`src/rtl/sseg_scan_decoder.sv`:
```
// -----------------------------------------------------------------------------
// sseg_scan_decoder
//
// Purpose:
//   Watches a multiplexed (scanned) 4-digit seven-segment display bus and
//   reconstructs the per-digit segment patterns. Each {an,sseg} sample is
//   registered, debounced by requiring STABLE_CYCLES identical samples, and
//   then latched into the digit selected by the single low enable bit. The
//   latched patterns are decoded back to hex values. Frame tracking reports
//   when all four digits have been captured. A no-activity watchdog flags a
//   dead bus.
//
// Ports:
//   clk            rising-edge system clock
//   reset          synchronous, active-high reset
//   an[3:0]        scanned digit enables, active-low
//   sseg[7:0]      scanned segment bus {dp,g,f,e,d,c,b,a}, active-low
//   dig3..dig0     last accepted raw pattern per digit, active-low
//   hex3..hex0     decoded hex value per digit (0 when not a glyph)
//   hex_ok[3:0]    bit i = dig_i matched a hex glyph
//   dp[3:0]        bit i = decimal point lit on digit i (active-high)
//   frame_valid    a complete 4-digit frame captured since reset/timeout
//   frame_strobe   one-cycle pulse when a frame completes
//   scan_err       one-cycle pulse on a stable illegal enable pattern
//   timeout        level; no digit accepted for 2^TIMEOUT_BITS-1 cycles
//
// Handshake: there is no handshake; the input bus is free-running and every
// rising edge captures one sample.
// -----------------------------------------------------------------------------
module sseg_scan_decoder #(
   parameter int STABLE_CYCLES = 4,
   parameter int TIMEOUT_BITS  = 20
) (
   input  logic       clk,
   input  logic       reset,
   input  logic [3:0] an,
   input  logic [7:0] sseg,
   output logic [7:0] dig3,
   output logic [7:0] dig2,
   output logic [7:0] dig1,
   output logic [7:0] dig0,
   output logic [3:0] hex3,
   output logic [3:0] hex2,
   output logic [3:0] hex1,
   output logic [3:0] hex0,
   output logic [3:0] hex_ok,
   output logic [3:0] dp,
   output logic       frame_valid,
   output logic       frame_strobe,
   output logic       scan_err,
   output logic       timeout
);

   localparam logic [7:0] RUN_MAX  = 8'(STABLE_CYCLES);
   localparam logic [7:0] RUN_LAST = 8'(STABLE_CYCLES - 1);
   localparam logic [TIMEOUT_BITS-1:0] WD_MAX  = '1;
   localparam logic [TIMEOUT_BITS-1:0] WD_NEAR = {{(TIMEOUT_BITS-1){1'b1}}, 1'b0};
   localparam logic [TIMEOUT_BITS-1:0] WD_ONE  = {{(TIMEOUT_BITS-1){1'b0}}, 1'b1};

   // Sample register and the sample before it; the run counter compares
   // these two so every decision is taken from registered values.
   logic [3:0]              r_an;
   logic [7:0]              r_sseg;
   logic [3:0]              r_prev_an;
   logic [7:0]              r_prev_sseg;
   logic [7:0]              r_run;
   logic [TIMEOUT_BITS-1:0] r_wd;
   logic [3:0]              r_seen;
   logic [7:0]              r_dig [0:3];
   logic                    r_frame_valid;
   logic                    r_frame_strobe;
   logic                    r_scan_err;

   logic       w_match;
   logic       w_stable_evt;
   logic [3:0] w_low;
   logic       w_one_low;
   logic       w_accept;
   logic       w_multi;
   logic [3:0] w_seen_next;
   logic       w_wd_sat_next;

   assign w_match = ({r_an, r_sseg} == {r_prev_an, r_prev_sseg});

   // The event fires on the single edge where the run counter steps from
   // STABLE_CYCLES-1 to STABLE_CYCLES; saturation prevents repeats.
   assign w_stable_evt = w_match && (r_run == RUN_LAST);

   assign w_low     = ~r_an;
   assign w_one_low = (w_low != 4'd0) && ((w_low & (w_low - 4'd1)) == 4'd0);
   assign w_accept  = w_stable_evt && w_one_low;
   assign w_multi   = w_stable_evt && (w_low != 4'd0) && !w_one_low;

   assign w_seen_next = r_seen | w_low;

   // True on the edge where the watchdog becomes (or already is) all-ones.
   assign w_wd_sat_next = (r_wd == WD_NEAR) || (r_wd == WD_MAX);

   always_ff @(posedge clk) begin
      if (reset) begin
         r_an           <= 4'hF;
         r_sseg         <= 8'hFF;
         r_prev_an      <= 4'hF;
         r_prev_sseg    <= 8'hFF;
         r_run          <= 8'd0;
         r_wd           <= '0;
         r_seen         <= 4'd0;
         r_frame_valid  <= 1'b0;
         r_frame_strobe <= 1'b0;
         r_scan_err     <= 1'b0;
         for (int i = 0; i < 4; i++) begin
            r_dig[i] <= 8'hFF;
         end
      end else begin
         r_an        <= an;
         r_sseg      <= sseg;
         r_prev_an   <= r_an;
         r_prev_sseg <= r_sseg;

         if (!w_match) begin
            r_run <= 8'd1;
         end else if (r_run != RUN_MAX) begin
            r_run <= r_run + 8'd1;
         end

         r_frame_strobe <= 1'b0;
         r_scan_err     <= w_multi;

         if (w_accept) begin
            for (int i = 0; i < 4; i++) begin
               if (w_low[i]) begin
                  r_dig[i] <= r_sseg;
               end
            end
            r_wd <= '0;
            // Completing the set restarts tracking for the next frame.
            if (w_seen_next == 4'hF) begin
               r_seen         <= 4'd0;
               r_frame_valid  <= 1'b1;
               r_frame_strobe <= 1'b1;
            end else begin
               r_seen <= w_seen_next;
            end
         end else begin
            if (r_wd != WD_MAX) begin
               r_wd <= r_wd + WD_ONE;
            end
            if (w_wd_sat_next) begin
               r_seen        <= 4'd0;
               r_frame_valid <= 1'b0;
            end
         end
      end
   end

   // Returns {ok, value}; unknown patterns decode to {0, 0}.
   function automatic logic [4:0] f_decode(input logic [6:0] seg);
      logic [4:0] v;
      case (seg)
         7'h40:   v = 5'h10;
         7'h79:   v = 5'h11;
         7'h24:   v = 5'h12;
         7'h30:   v = 5'h13;
         7'h19:   v = 5'h14;
         7'h12:   v = 5'h15;
         7'h02:   v = 5'h16;
         7'h78:   v = 5'h17;
         7'h00:   v = 5'h18;
         7'h10:   v = 5'h19;
         7'h08:   v = 5'h1A;
         7'h03:   v = 5'h1B;
         7'h46:   v = 5'h1C;
         7'h21:   v = 5'h1D;
         7'h06:   v = 5'h1E;
         7'h0E:   v = 5'h1F;
         default: v = 5'h00;
      endcase
      return v;
   endfunction

   assign dig0 = r_dig[0];
   assign dig1 = r_dig[1];
   assign dig2 = r_dig[2];
   assign dig3 = r_dig[3];

   assign {hex_ok[0], hex0} = f_decode(r_dig[0][6:0]);
   assign {hex_ok[1], hex1} = f_decode(r_dig[1][6:0]);
   assign {hex_ok[2], hex2} = f_decode(r_dig[2][6:0]);
   assign {hex_ok[3], hex3} = f_decode(r_dig[3][6:0]);

   assign dp = ~{r_dig[3][7], r_dig[2][7], r_dig[1][7], r_dig[0][7]};

   assign frame_valid  = r_frame_valid;
   assign frame_strobe = r_frame_strobe;
   assign scan_err     = r_scan_err;
   assign timeout      = (r_wd == WD_MAX);

endmodule

```
`config.mk`:
```
export PLATFORM = sky130hd
export DESIGN_NAME = sseg_scan_decoder
export DESIGN_NICKNAME = d
export VERILOG_FILES = /design/src/rtl/sseg_scan_decoder.sv
export SDC_FILE = /design/constraint.sdc
export NUM_CORES = 1
export LEC_CHECK = 0
export BUFFER_PORTS_ARGS = -buffer_cell sky130_fd_sc_hd__buf_2
export CAP_MARGIN = 30
export CORE_MARGIN = 1.5
export CORE_UTILIZATION = 45
export DETAILED_ROUTE_END_ITERATION = 8
export GPL_TIMING_DRIVEN = 0
export PLACE_DENSITY = 0.68
export SLEW_MARGIN = 10
export SYNTH_ARGS = -nofsm -noshare
export SYNTH_HDL_FRONTEND = slang
export SYNTH_SLANG_ARGS = --single-unit
```
`constraint.sdc`:
```
create_clock -name clk -period 2.3 [get_ports clk]
set_input_delay 0.345 -clock clk [delete_from_list [all_inputs] [get_ports clk]]
set_output_delay 0.345 -clock clk [all_outputs]
set_load 0.01 [all_outputs]
```
# Word level (Yosys, flattened, before mapping)
# Memories as Yosys holds them, arrays and structs flattened.
# Index checks and enable logic that the tools add are counted.
[op_classes]
add_sub_neg = 3
n_eq_ne = 69
muxes = 35
bitwise_logic = 10
reduce_logical = 18
[op_table]
columns = ["operator", "n"]
rows = [
  ["$pmux 5 s16", 4],
  ["$eq 7x7->1 const B", 16],
  ["$eq 7x5->1 const B", 12],
  ["$eq 7x6->1 const B", 12],
  ["$eq 7x2->1 const B", 8],
  ["$eq 7x4->1 const B", 8],
  ["$eq 20x20->1 const B", 2],
  ["$mux 8", 4],
  ["$eq 7x3->1 const B", 4],
  ["$logic_not 7->1", 4],
  ["$mux 1", 24],
  ["$add 20x1->20 const B", 1],
  ["$ne 20x20->1 const B", 1],
  ["$eq 12x12->1", 1],
  ["$mux 4", 3],
  ["$add 8x1->8 const B", 1],
  ["$eq 8x2->1 const B", 1],
  ["$ne 8x3->1 const B", 1],
  ["$not 4->4", 2],
  ["$reduce_or 2->1", 3],
  ["$logic_and 1x1->1", 5],
  ["$and 4x4->4", 1],
  ["$eq 4x4->1 const B", 1],
  ["$logic_not 4->1", 1],
  ["10 further kinds", 15],
]
[word_totals]
reg_bits = 59
mem_bits_rw = 32
input_bits = 14
output_inout_bits = 60
mem_count = 1
[mem_list]
columns = ["memory", "depth", "word_bits", "rd", "rd_clocked_by_memory_dff", "wr", "line_no", "source"]
rows = [
  ["r_dig", 4, 8, 4, 0, 4, "69", "logic [7:0] r_dig [0:3];"],
]

# Longest topological paths before layout
[depth]
depth_word = 10
depth_mapped = 7
ltp_nobuf = 7

# Worst setup path after synthesis
# Ideal clock, no wire load.
[synth_path]
path_type = "register to output"
from = "memory r_dig[3][2]"
to = "output port hex_ok[3]"
t_arrival_ps = 2019
setup_slack_ps = -64
stages_incl_launch_ff = 7
n_path_buf = 1
path_cell_list = "edfxtp_1 clkbuf_1 nor4bb_1 a32o_1 a21oi_1 o21ai_0 or4b_2"
[synth_rtl]
columns = ["item", "line_no", "source"]
rows = [
  ["from (decl)", "69", ""],
  ["to (decl)", "46", "output logic [3:0] hex_ok,"],
]

==> metrics.yaml <==
run_status:
  status: "finished, violations left"
  violations: "negative setup slack"
cells_and_area:
  syn2layout_area_growth_pct: 30.7
  diodes: 0
  fin_area_um2: 6540
  final_util: 0.603
  layout.cells.non_filler: 844
  final_nets: 717
  final_layout_size_suffix_gt1_frac: 0.335
yosys:
  ys_seq_area_frac: 0.428
  synth_ff_type: "dfxtp_1"
  syn-mean-instance-area_um2: 8.84
  ys_seq_elements: 91
  synth_edf_count: 32
  synth_warnings: 0
  postSynthCellCount: 566
  synth_cell_types: 70
  synth_fp_nets: 584
  ys_async_sr_fraction: 0
  syn_area_um2: 5000
flow_run:
  maxCapViolations: 0
worst_setup_path:
  path_max_fanout: 6
  cp.required_ns: 1.96
  r2r-end: "r_dig[3][1]"
  critPathLaunch: "r_dig[3][1]"
  worstSetupEndpointType: "output port"
  crit_arrival_ns: 2.22
  rrSetupSlack_ns: 0.04
  crit_type: "reg2out"
  r2r_cells: 6
  r2r_start: "r_run[3]"
  start_kind: "register"
placement:
  postPlaceCellArea_um2: 5550
  gp_congestion: 0.888
  dp_hpwl_um: 8040
  place_inst: 779
  dp_slack_ns: -0.417
  port_buffers: 73
worst_hold_path:
  hold_path.startpoint: "an[2]"
  hold-path-endpoint: "r_an[2]"
  hp-class: "in2reg"
  hold_depth: 2
routing:
  drt_iter0_markers: 220
  routed_via_density: 5.47
  firstDrtPassIters: 5
  met1_length_um: 5410
  via_count: 4618
  drcViolationCount: 0
  routed_wl_um: 12300
  wl_per_cell_um: 14.5
  wl_met2_um: 6100
  routed.top_layer: "met4"
  drtAntennaViolNets: 0
  wl_met3_um: 489
sta:
  hold_violations: 0
  slew_violations: 0
  fmax_ghz: 0.390
  setup_viol: 8
  worst_slew_pin_slew_ns: 0.517
  period_needed_ns: 2.56
  fin_crit_sh: 1.11
  setup_ws_ns: -0.262
  fin_skew_ns: 0.00652
  rsz0062_at_grt: "yes"
  setup-tns-final_ns: -0.877
  slew_headroom: 0.655
die:
  die_h_um: 108
  die_area_um2: 11800
  start_util: 0.462
  die_w_um: 108
  fp.coreArea_um2: 10800
  io_pins: 74
  num_rows: 38
global_routing:
  overflow: 0
  grt_pass1_wl_um: 19100
  grt_max_degree: 16
  grt_pass1_vias: 4249
  grt_usage: 0.202
  antenna_found_initial: 0
power_and_ir_drop:
  p_per_area_nw_per_um2: 489
  ir_drop_v: 0.000347
  leakage_uw: 0.00264
clock_tree:
  clockBufferDepth: 2
  hold_buffers: 0
  clock_sink_count: 91
  htreeDepth: 3
  cts_buffers: 9
  worstSkewPairLatency_ns: 0.35
  clock_tree.root_cell: "clkbuf_8"
  cts_tree: "done"
  path_clk_slew_ns: 0.09
[state kept, by name (all words and copies together) (netlist names), 4 cells and up]
register     count
r_an             4
r_seen           4
r_dig           32
r_prev_sseg      8
r_run            8
r_prev_an        4
r_sseg           8
r_wd            20
[metal layers]
metal | up-vias | global-route usage
met3 | 38 | 0.0422
met4 | 0 | 0.0620
met5 | - | 0
li1 | 2281 | -
met1 | 2175 | 0.256
met2 | 124 | 0.345
[placed cells by master (no fill, tap or decap), types with 17 or more instances in the layout]
cell / Yosys / routed
nand3_1: 19 / 17
nand2_1: 67 / 66
edfxtp_1: 32 / 32
inv_1: 33 / 32
buf_2: 2 / 74
xor2_1: 22 / 22
nor2_1: 57 / 57
a21oi_1: 19 / 18
buf_6: 4 / 18
dfxtp_1: 59 / 56
buf_4: 1 / 51
[cells by family after synthesis]
| logic type | count (synthesis) | share of synthesized area |
|---|---|---|
| AND/OR/NAND/NOR | 260 | 0.280 |
| buffers and inverters | 69 | 0.0590 |
| XOR/XNOR | 37 | 0.0648 |
| AO/OA/AOI/OAI | 102 | 0.152 |
| multiplexers | 3 | 0.00625 |
| flip-flops | 91 | 0.428 |
| adder cells (fa/ha/maj) | 4 | 0.0100 |
[metrics by stage]
step                      total power (µW)  hold WS (ns)
after floorplan                       1880         0.420
after global placement                1940         0.457
after detailed placement              1940         0.466
after CTS                             3200         0.158
after global routing                  3310         0.152
final                                 3200         0.164
[area by class of cell]
| class | count | area (µm²) |
|---|---|---|
| fillers | 923 | 4300 |
| multi-input cells | 406 | 2810 |
| flip-flops and latches | 91 | 2150 |
| repair buffers | 129 | 828 |
| plain buffers | 29 | 213 |
| well taps | 140 | 175 |
| clock buffers | 11 | 163 |
| inverters | 33 | 124 |
| clock inverters | 5 | 81.3 |
[report_power, final]
part / internal (µW) / leakage, µW / switching, µW / total, µW
sequential: 1690 / 0.000726 / 26.9 / 1720
combinational: 93.6 / 0.00179 / 128 / 221
clock: 710 / 0.000123 / 551 / 1260
[synth_stat cells, types with 16 or more instances]
library cell / n / area, µm²
nand2_1: 67 / 251
dfxtp_1: 59 / 1180
nor2_1: 57 / 214
inv_1: 33 / 124
edfxtp_1: 32 / 961
clkbuf_1: 28 / 105
xor2_1: 22 / 193
a21oi_1: 19 / 95.1
nand3_1: 19 / 95.1
nor3_1: 16 / 80.1
o21ai_0: 16 / 80.1
or2_2: 16 / 100
[worst max-delay path, cell delays in order, from the launching register on]
cell and delay, ns:
edfxtp_1 0.42, buf_6 0.15, nor4bb_1 0.13, a32o_1 0.24, a21oi_2 0.18, o21ai_2 0.08
or4b_4 0.52, buf_6 0.14
[how the worst max path moves through the flow]
stage                   to  slack (ns)  cells after the start
2_1_floorplan    hex_ok[3]      -0.005                      6
3_3_place_gp   r_dig[0][3]       -0.30                      7
3_5_place_dp   r_dig[0][2]       -0.42                      7
4_1_cts          hex_ok[3]       -0.19                      7
5_1_grt          hex_ok[3]       -0.32                      6
6_report         hex_ok[3]       -0.26                      7
[repair_timing]
action	CTS	global route
gates resized for setup	44	65
pin swaps	11	15
gates cloned	0	1
buffers inserted	37	19
endpoints found under the setup margin	75	77
No activity file was read; power rests on OpenSTA's default activity.
